**src/rtl/cpc_mem_mapper.sv**
```systemverilog
// CPC memory mapper and SRAM controller: gate-array RAM banking, upper-ROM paging
// into SRAM, and a boot-load handshake that fills the ROM area before normal operation.
module cpc_mem_mapper #(
  parameter int unsigned ADDR_W     = 21,
  parameter int unsigned EXP_BLOCKS = 7,
  parameter int unsigned ROM_SLOTS  = 16,
  parameter int unsigned ROM_BASE   = 32'h0010_0000
) (
  input  logic                 clk,
  input  logic                 reset_n,
  input  logic                 boot_restart,
  input  logic [15:0]          cpu_addr,
  input  logic                 iorq_n,
  input  logic                 wr_n,
  input  logic [7:0]           cpu_dout,
  input  logic                 cpu_n,
  input  logic                 romen_n,
  input  logic                 ras_n,
  input  logic                 cas_n,
  input  logic                 mwe_n,
  input  logic [15:0]          vram_addr,
  input  logic [ROM_SLOTS-1:0] rom_slot_mask,
  input  logic                 boot_req,
  input  logic [ADDR_W-1:0]    boot_addr,
  input  logic [7:0]           boot_data,
  input  logic                 boot_end,
  output logic                 boot_ack,
  output logic                 rom_ready,
  output logic                 ext_rom_sel,
  output logic [7:0]           ram_dout,
  output logic [5:0]           ram_cfg,
  output logic [ADDR_W-1:0]    sram_addr,
  input  logic [7:0]           sram_din,
  output logic [7:0]           sram_dout,
  output logic                 sram_we_n,
  output logic                 sram_oe_n
);

  typedef enum logic [1:0] {B_IDLE, B_WR, B_ACK, B_RUN} boot_state_e;

  // NOTE: the boot FSM is deliberately outside reset_n so a warm reset keeps the loaded
  // ROM image usable; it powers up in B_IDLE and only boot_restart sends it back there.
  boot_state_e state = B_IDLE;
  boot_state_e state_d;

  always_ff @(posedge clk) begin
    state <= state_d;
  end

  // NOTE: every combinational output gets a default first, so no path can infer a latch.
  always_comb begin
    state_d = state;
    unique case (state)
      B_IDLE: begin
        if (boot_end)      state_d = B_RUN;
        else if (boot_req) state_d = B_WR;
      end
      B_WR:    state_d = B_ACK;
      B_ACK:   if (!boot_req) state_d = B_IDLE;
      B_RUN:   state_d = B_RUN;
      default: state_d = B_IDLE;
    endcase
    if (boot_restart) state_d = B_IDLE;
  end

  logic run;
  logic boot_wr_start;
  assign run           = (state == B_RUN);
  assign boot_wr_start = (state == B_IDLE) && (state_d == B_WR);
  assign rom_ready     = run;

  // Gate-array RAM config (7Fxx, function bits 11) and upper-ROM select (DFxx).
  logic       io_wr;
  logic       ga_cfg_wr;
  logic       rom_sel_wr;
  logic       blk_present;
  logic [5:0] cfg_wr_val;
  logic [7:0] rom_bank;

  assign io_wr       = !iorq_n && !wr_n;
  assign ga_cfg_wr   = io_wr && (cpu_addr[15:14] == 2'b01) && (cpu_dout[7:6] == 2'b11);
  assign rom_sel_wr  = io_wr && !cpu_addr[13];
  assign blk_present = 32'(cpu_dout[5:3]) < EXP_BLOCKS;
  assign cfg_wr_val  = {cpu_dout[5:3], blk_present ? cpu_dout[2:0] : 3'b000};

  // NOTE: sequential state uses non-blocking assignments only; reset has priority.
  always_ff @(posedge clk) begin
    if (!reset_n) begin
      ram_cfg  <= '0;
      rom_bank <= '0;
    end else begin
      if (ga_cfg_wr)  ram_cfg  <= cfg_wr_val;
      if (rom_sel_wr) rom_bank <= cpu_dout;
    end
  end

  // Upper ROM is served from SRAM only for populated slots in range.
  logic [255:0] mask_ext;
  logic         bank_in_range;
  assign mask_ext      = 256'(rom_slot_mask);
  assign bank_in_range = 32'(rom_bank) < ROM_SLOTS;
  assign ext_rom_sel   = !cpu_n && !romen_n && (cpu_addr[15:14] == 2'b11)
                         && bank_in_range && mask_ext[rom_bank];

  // 6128 page table: each 16KB CPU page goes to a base page Bn or expansion page Xn.
  logic [1:0]  page;
  logic [1:0]  page_idx;
  logic        page_exp;
  logic [31:0] ram_addr32;
  logic [31:0] rom_addr32;
  logic [ADDR_W-1:0] mapped_addr;

  assign page = cpu_addr[15:14];

  always_comb begin
    page_exp = 1'b0;
    page_idx = page;
    case (ram_cfg[2:0])
      3'd1: if (page == 2'd3) page_exp = 1'b1;
      3'd2: page_exp = 1'b1;
      3'd3: begin
        if (page == 2'd1) page_idx = 2'd3;
        if (page == 2'd3) page_exp = 1'b1;
      end
      3'd4, 3'd5, 3'd6, 3'd7: begin
        if (page == 2'd1) begin
          page_exp = 1'b1;
          page_idx = ram_cfg[1:0];
        end
      end
      default: ;
    endcase
  end

  assign ram_addr32 = (page_exp ? ((32'(ram_cfg[5:3]) + 32'd1) << 16) : 32'd0)
                      + {16'd0, page_idx, cpu_addr[13:0]};
  assign rom_addr32 = 32'(ROM_BASE) + (32'(rom_bank) << 14) + 32'(cpu_addr[13:0]);

  always_comb begin
    if (cpu_n)            mapped_addr = ADDR_W'(vram_addr);
    else if (ext_rom_sel) mapped_addr = ADDR_W'(rom_addr32);
    else                  mapped_addr = ADDR_W'(ram_addr32);
  end

  // NOTE: the address register is pure datapath and is not reset; every use of it is
  // preceded by a RAS or boot load, so a reset term would only add fan-out.
  logic [ADDR_W-1:0] addr_q;
  always_ff @(posedge clk) begin
    if (boot_wr_start)      addr_q <= boot_addr;
    else if (run && !ras_n) addr_q <= mapped_addr;
  end

  assign sram_addr = addr_q;
  assign sram_dout = run ? cpu_dout : boot_data;

  // Strobes are registered; a boot write is a single-cycle low pulse in B_WR.
  logic we_n_d;
  logic oe_n_d;
  always_comb begin
    we_n_d = 1'b1;
    if (state_d == B_WR) we_n_d = 1'b0;
    else if (run)        we_n_d = ras_n | cas_n | mwe_n;
    oe_n_d = run ? !we_n_d : 1'b1;
  end

  always_ff @(posedge clk) begin
    if (!reset_n) begin
      sram_we_n <= 1'b1;
      sram_oe_n <= 1'b1;
      boot_ack  <= 1'b0;
      ram_dout  <= '0;
    end else begin
      sram_we_n <= we_n_d;
      sram_oe_n <= oe_n_d;
      boot_ack  <= (state_d == B_ACK);
      if (run && ((!ras_n && !cas_n && mwe_n) || ext_rom_sel)) ram_dout <= sram_din;
    end
  end

endmodule

```
**config.mk**
```make
export PLATFORM = sky130hd
export DESIGN_NAME = cpc_mem_mapper
export DESIGN_NICKNAME = d
export VERILOG_FILES = /design/src/rtl/cpc_mem_mapper.sv
export SDC_FILE = /design/constraint.sdc
export NUM_CORES = 1
export LEC_CHECK = 0
export ABC_AREA = 1
export CAP_MARGIN = 10
export CORE_ASPECT_RATIO = 1.5
export CORE_MARGIN = 4
export CORE_UTILIZATION = 39
export CTS_BUF_LIST = sky130_fd_sc_hd__clkbuf_4 sky130_fd_sc_hd__clkbuf_8 sky130_fd_sc_hd__clkbuf_16
export CTS_CLUSTER_SIZE = 8
export DETAILED_ROUTE_END_ITERATION = 6
export GPL_TIMING_DRIVEN = 0
export HOLD_SLACK_MARGIN = 0.12
export PLACE_DENSITY = 0.79
export SLEW_MARGIN = 20
export SYNTH_ARGS = -nofsm -noshare
export SYNTH_HDL_FRONTEND = slang
export SYNTH_SLANG_ARGS = --single-unit
```
**constraint.sdc**
```tcl
create_clock -name clk -period 3.4 [get_ports clk]
set_clock_uncertainty 0.15 [all_clocks]
set_input_delay 0.51 -clock clk [delete_from_list [all_inputs] [get_ports clk]]
set_output_delay 0.51 -clock clk [all_outputs]
set_load 0.005 [all_outputs]
```
# == After elaboration in Yosys (flattened, before gate mapping) ==
# Cells that the tools add are included.
# word_totals
reg_bits,48
in_bits,105
wordCells,81
# classes
n_addsub,4
n_lt_le_gt_ge,3
n_eq_ne,15
n_mux,22
n_bitwise,2
reduce_logical,27
# op_table
op,n
2-to-1 mux 21 bit,4
adder 20 x 16 -> 21 bit,1
adder 21 x 14 -> 21 bit,1
"adder 21 bit, first input constant",1
2-to-1 mux 20 bit,1
logical AND 1 bit,13
"== test 3 bit, second input constant",4
2-to-1 mux 2 bit,6
"== test 2 bit, second input constant",5
"< comparator 8 x 9 -> 1 bit, second input constant",1
binary-select mux 1 bit (select 8 bit),1
logical NOT 1 bit,8
"< comparator 8 x 5 -> 1 bit, second input constant",1
2-to-1 mux 8 bit,1
one-hot mux 2 bit (4 select lines),1
"== test 2 x 1 -> 1 bit, second input constant",3
"== test 3 x 2 -> 1 bit, second input constant",2
2-to-1 mux 1 bit,5
"adder 3 x 1 -> 4 bit, second input constant",1
one-hot mux 2 bit (2 select lines),1
OR reduction 4 bit,1
"== test 3 x 1 -> 1 bit, second input constant",1
"< comparator 3 bit, second input constant",1
2-to-1 mux 3 bit,1
other kinds (7),8

# == Depth between registers and ports, before layout ==
# depth
word_depth,9
mapped_depth,14
depth_no_buf,12

# == Worst setup path after synthesis ==
# OpenSTA, ideal clock, no wires.
# synth_path
path_type,register -> register
start,register state[1]
end,"register addr_q[0] (netlist: sram_addr[0]), enable pin"
arrival_time_ps,2183
t_required_ps,2822
path_slack_ps,639
path_stages_with_launch,4
synth_period_minus_slack_ps,2761
path_cell_list,dfxtp_1 > nand2_1 > clkbuf_1 > o21ai_0
# synth_via
elab_chain_len,7
# synth_rtl
item,line,rtl
from (decl),43,boot_state_e state = B_IDLE;
from (signal assigned),47,state <= state_d;
2-to-1 mux 2 bit,56,else if (boot_req) state_d = B_WR;
2-to-1 mux 2 bit,55,if (boot_end) state_d = B_RUN;
one-hot mux 2 bit (4 select lines),53,unique case (state)
2-to-1 mux 2 bit,63,if (boot_restart) state_d = B_IDLE;
== test 2 x 1 -> 1 bit,69,assign boot_wr_start = (state == B_IDLE) && (state_d == B_WR);
logical AND 1 bit,69,
nonzero test 2 bit (no line) *,--,
to (signal assigned),149,if (boot_wr_start) addr_q <= boot_addr;
to (signal assigned),150,else if (run && !ras_n) addr_q <= mapped_addr;
to (decl),147,logic [ADDR_W-1:0] addr_q;
# Every way passes the cells marked *; elsewhere a longest branch is shown, timed or not.
# A chain may end at the register's enable or synchronous reset.

# == Final worst setup path ==
# layout_path
start,input cpu_addr[15]
end,output ext_rom_sel
# layout_via
elab_chain_len,4
# layout_rtl
item,line,rtl
from (decl),12,"input logic [15:0] cpu_addr,"
== test 2 bit,102,assign ext_rom_sel = !cpu_n && !romen_n && (cpu_addr[15:14] == 2'b11)
logical AND 1 bit,102,
logical AND 1 bit (2 in a row),103,&& bank_in_range && mask_ext[rom_bank];
to (decl),29,"output logic ext_rom_sel,"
# Every way passes these cells.

==> flow_summary.ini <==
[outcome]
outcome = finished, final reports clean

[sta]
setup_slack_ns = 0.4464
whs_ns = 0.3516
tightestPinTransition_ns = 0.4658
slew-limit-headroom = 0.6895
period_needed_ns = 2.954
fin_crit_sh = 0.8687
hold_viol = 0
fmax_mhz = 338.6
setup_tns_ns = 0
rsz0062_at_grt = false
drv_slew = 0
setup_viol = 0

[logic_synthesis]
synth_top_family_by_area = simple AND/OR/NAND/NOR gates
ys_top_cells_by_area = edfxtp_1 24%, dfxtp_1 20%, nand2_1 13%
synth.cell_area_um2 = 2681
ys_ff_latch = 48
muxShareOfSynthArea = 0
ys_seq_area_frac = 0.4368
synth_xor_area_frac = 0.003266
syn-num-nets = 459
async_flop_share = 0
synth_compound_area_frac = 0.1456
synth_simple_gate_area_frac = 0.3089
yosys.area.top_type_share = 0.2352
synth_warnings = 0
synth_edf_count = 21
synth_top_area_cell = edfxtp_1
synthAdderAreaFrac = 0.004666
synthCells = 353
synth_flop_cell = dfxtp_1
syn_area_per_cell_um2 = 7.596
synth_cell_types = 38

[cts]
cts_hold_buf = 0
cts_tree = done
clock_path_buffers = 2
cts_resized = 0
cts-htree-levels = 2
path_clk_slew_ns = 0.08
cts-buffers-inserted = 5
cts_root_buffer = clkbuf_8
post_cts_buffers = 0
clock-sinks = 48
clock_latency_ns = 0.29

[global_routing]
grt_overflow_total = 0
grt_pass1_wl_um = 13080
antenna_found_initial = 0
grt_max_degree = 16
track_usage = 0.2033
grt_pass1_vias = 2828

[placed_design]
io_buffers = 151
dpl.hpwl_um = 7082
place_area_um2 = 4307
place_inst = 581
place_ws_ns = 0.4269
place.gp.congestion = 0.8728

[job]
cap_violations = 0

[floorplanning]
row_count = 36
start_util = 0.4077
die_area_um2 = 8293
dieWidth_um = 75.70
core_area_um2 = 6576
pin_count = 153
die_height_um = 109.6

[power_and_ir_drop]
p_per_area_nw_per_um2 = 305.2
power_mw = 1.340
ir_worst_vdd_uv = 208.2
leakagePower_nw = 1.832

[cells_and_area]
syn_to_final_growth_pct = 63.74
nNetsFinal = 618
drive_above_1_share = 0.09552
design_area_um2 = 4390
final_cell_count_no_fill = 589
final_util = 0.6676
antenna_cells = 0

[route]
met2_length_um = 4695
drtIter0Drc = 113
met3_length_um = 504
ant_nets = 0
viasPerCell = 4.907
drc = 0
dr.pass1.iters = 4
dr_total_vias = 2890
wl_met1_um = 3150
wl_per_cell_um = 14.60
routed_wl_um = 8600
dr.max_layer_used = met4

[worst_setup_path]
worst-r2r-setup-slack_ns = 1.31
endpoint_kind = output port
crit_fanout = 9
r2r_start = state[1]$_DFF_P_
worstPathArrival_ns = 2.29
crit_start = cpu_addr[15]
critPathKind = in2out
cp.required_ns = 2.74
critPathLaunchType = primary input

[hold_path]
min_path_type = reg2reg
hp-start = ram_dout[0]$_SDFFE_PN0P_
[per-layer routing]
layer  GRT usage  up-vias
li1            -     1468
met1      0.2239     1303
met2      0.3690       97
met3     0.04392       22
met4     0.07750        0
met5           0        -
[worst paths after layout]
kind | to | cells past startpoint
worst max-delay path | ext_rom_sel | 9
worst min-delay path | ram_dout[0]$_SDFFE_PN0P_ | 2
worst max register to register | sram_addr[19]$_DFFE_PP_ | 6
worst min register to register | ram_dout[0]$_SDFFE_PN0P_ | 2
[critical path: stages]
cell,delay [ns]
clkdlybuf4s50_1,0.52
nand2_2,0.09
inv_2,0.06
nand2_2,0.04
nor3_2,0.10
nor3b_4,0.23
nand2_4,0.12
inv_1,0.09
clkdlybuf4s50_1,0.53
[placed cells by master, fill, tap and decap left out, drive strengths merged]
cell type      netlist  final
nor3b                1      1
clkinv               1      3
nand4                2      2
a211oi               2      2
xor2                 1      1
buf                  9     10
o31ai                1      1
dfxtp               27     27
nor4                 2      2
ha                   1      1
nor2                46     46
nand3               23     23
a221oi               2      2
edfxtp              21     21
o211ai               1      1
or2                  2      2
nor3                 3      3
nand2              103    103
inv                 41     41
o21ai               22     22
a31oi               15     15
clkbuf               6     12
clkdlybuf4s50        0    151
a21oi               21     21
[cells in the mapped netlist (2+ instances only)]
cell type and number:
inv_2 3, o21ai_1 4, a31oi_1 15, a21oi_2 9, nor2_1 42, nor2_2 3
or2_1 2, dfxtp_1 27, nand2_1 96, a221oi_1 2, clkbuf_1 5, inv_1 37
buf_6 2, a211oi_1 2, nand3_2 4, nand3_1 19, o21ai_0 18, edfxtp_1 21
buf_2 5, a21oi_1 12, nand2_4 2, nor3_1 2, nand2_2 5, nand4_1 2
[final cells by class]
type | instances | area (um^2)
buffer | 15 | 107.6
clock buffer | 6 | 76.32
clock inverter | 2 | 7.507
fill | 598 | 2186
inverter | 42 | 162.7
multi-input combinational | 248 | 1244
sequential | 48 | 1171
tap | 76 | 95.09
timing repair buffer | 152 | 1526
[cells by family after synthesis]
group	after synthesis
and+or+nand+nor	182
AOI/OAI and AO/OA	64
buffers and inverters	57
DFF	48
xor gates and xnor gates	1
adders and majority gates	1
[where the power goes]
| group | total (mW) | switching, mW | internal, mW |
|---|---|---|---|
| combinational | 0.354 | 0.146 | 0.208 |
| clock | 0.337 | 0.188 | 0.149 |
| sequential | 0.649 | 0.0127 | 0.636 |
[sequential cells by signal, indices dropped and copies added (netlist names)]
| register | cells |
|---|---|
| sram_addr | 21 |
| sram_oe_n | 1 |
| boot_ack | 1 |
| ram_cfg | 6 |
| ram_dout | 8 |
| sram_we_n | 1 |
| state | 2 |
| rom_bank | 8 |
Note: power is estimated with default switching activity, not from simulation.
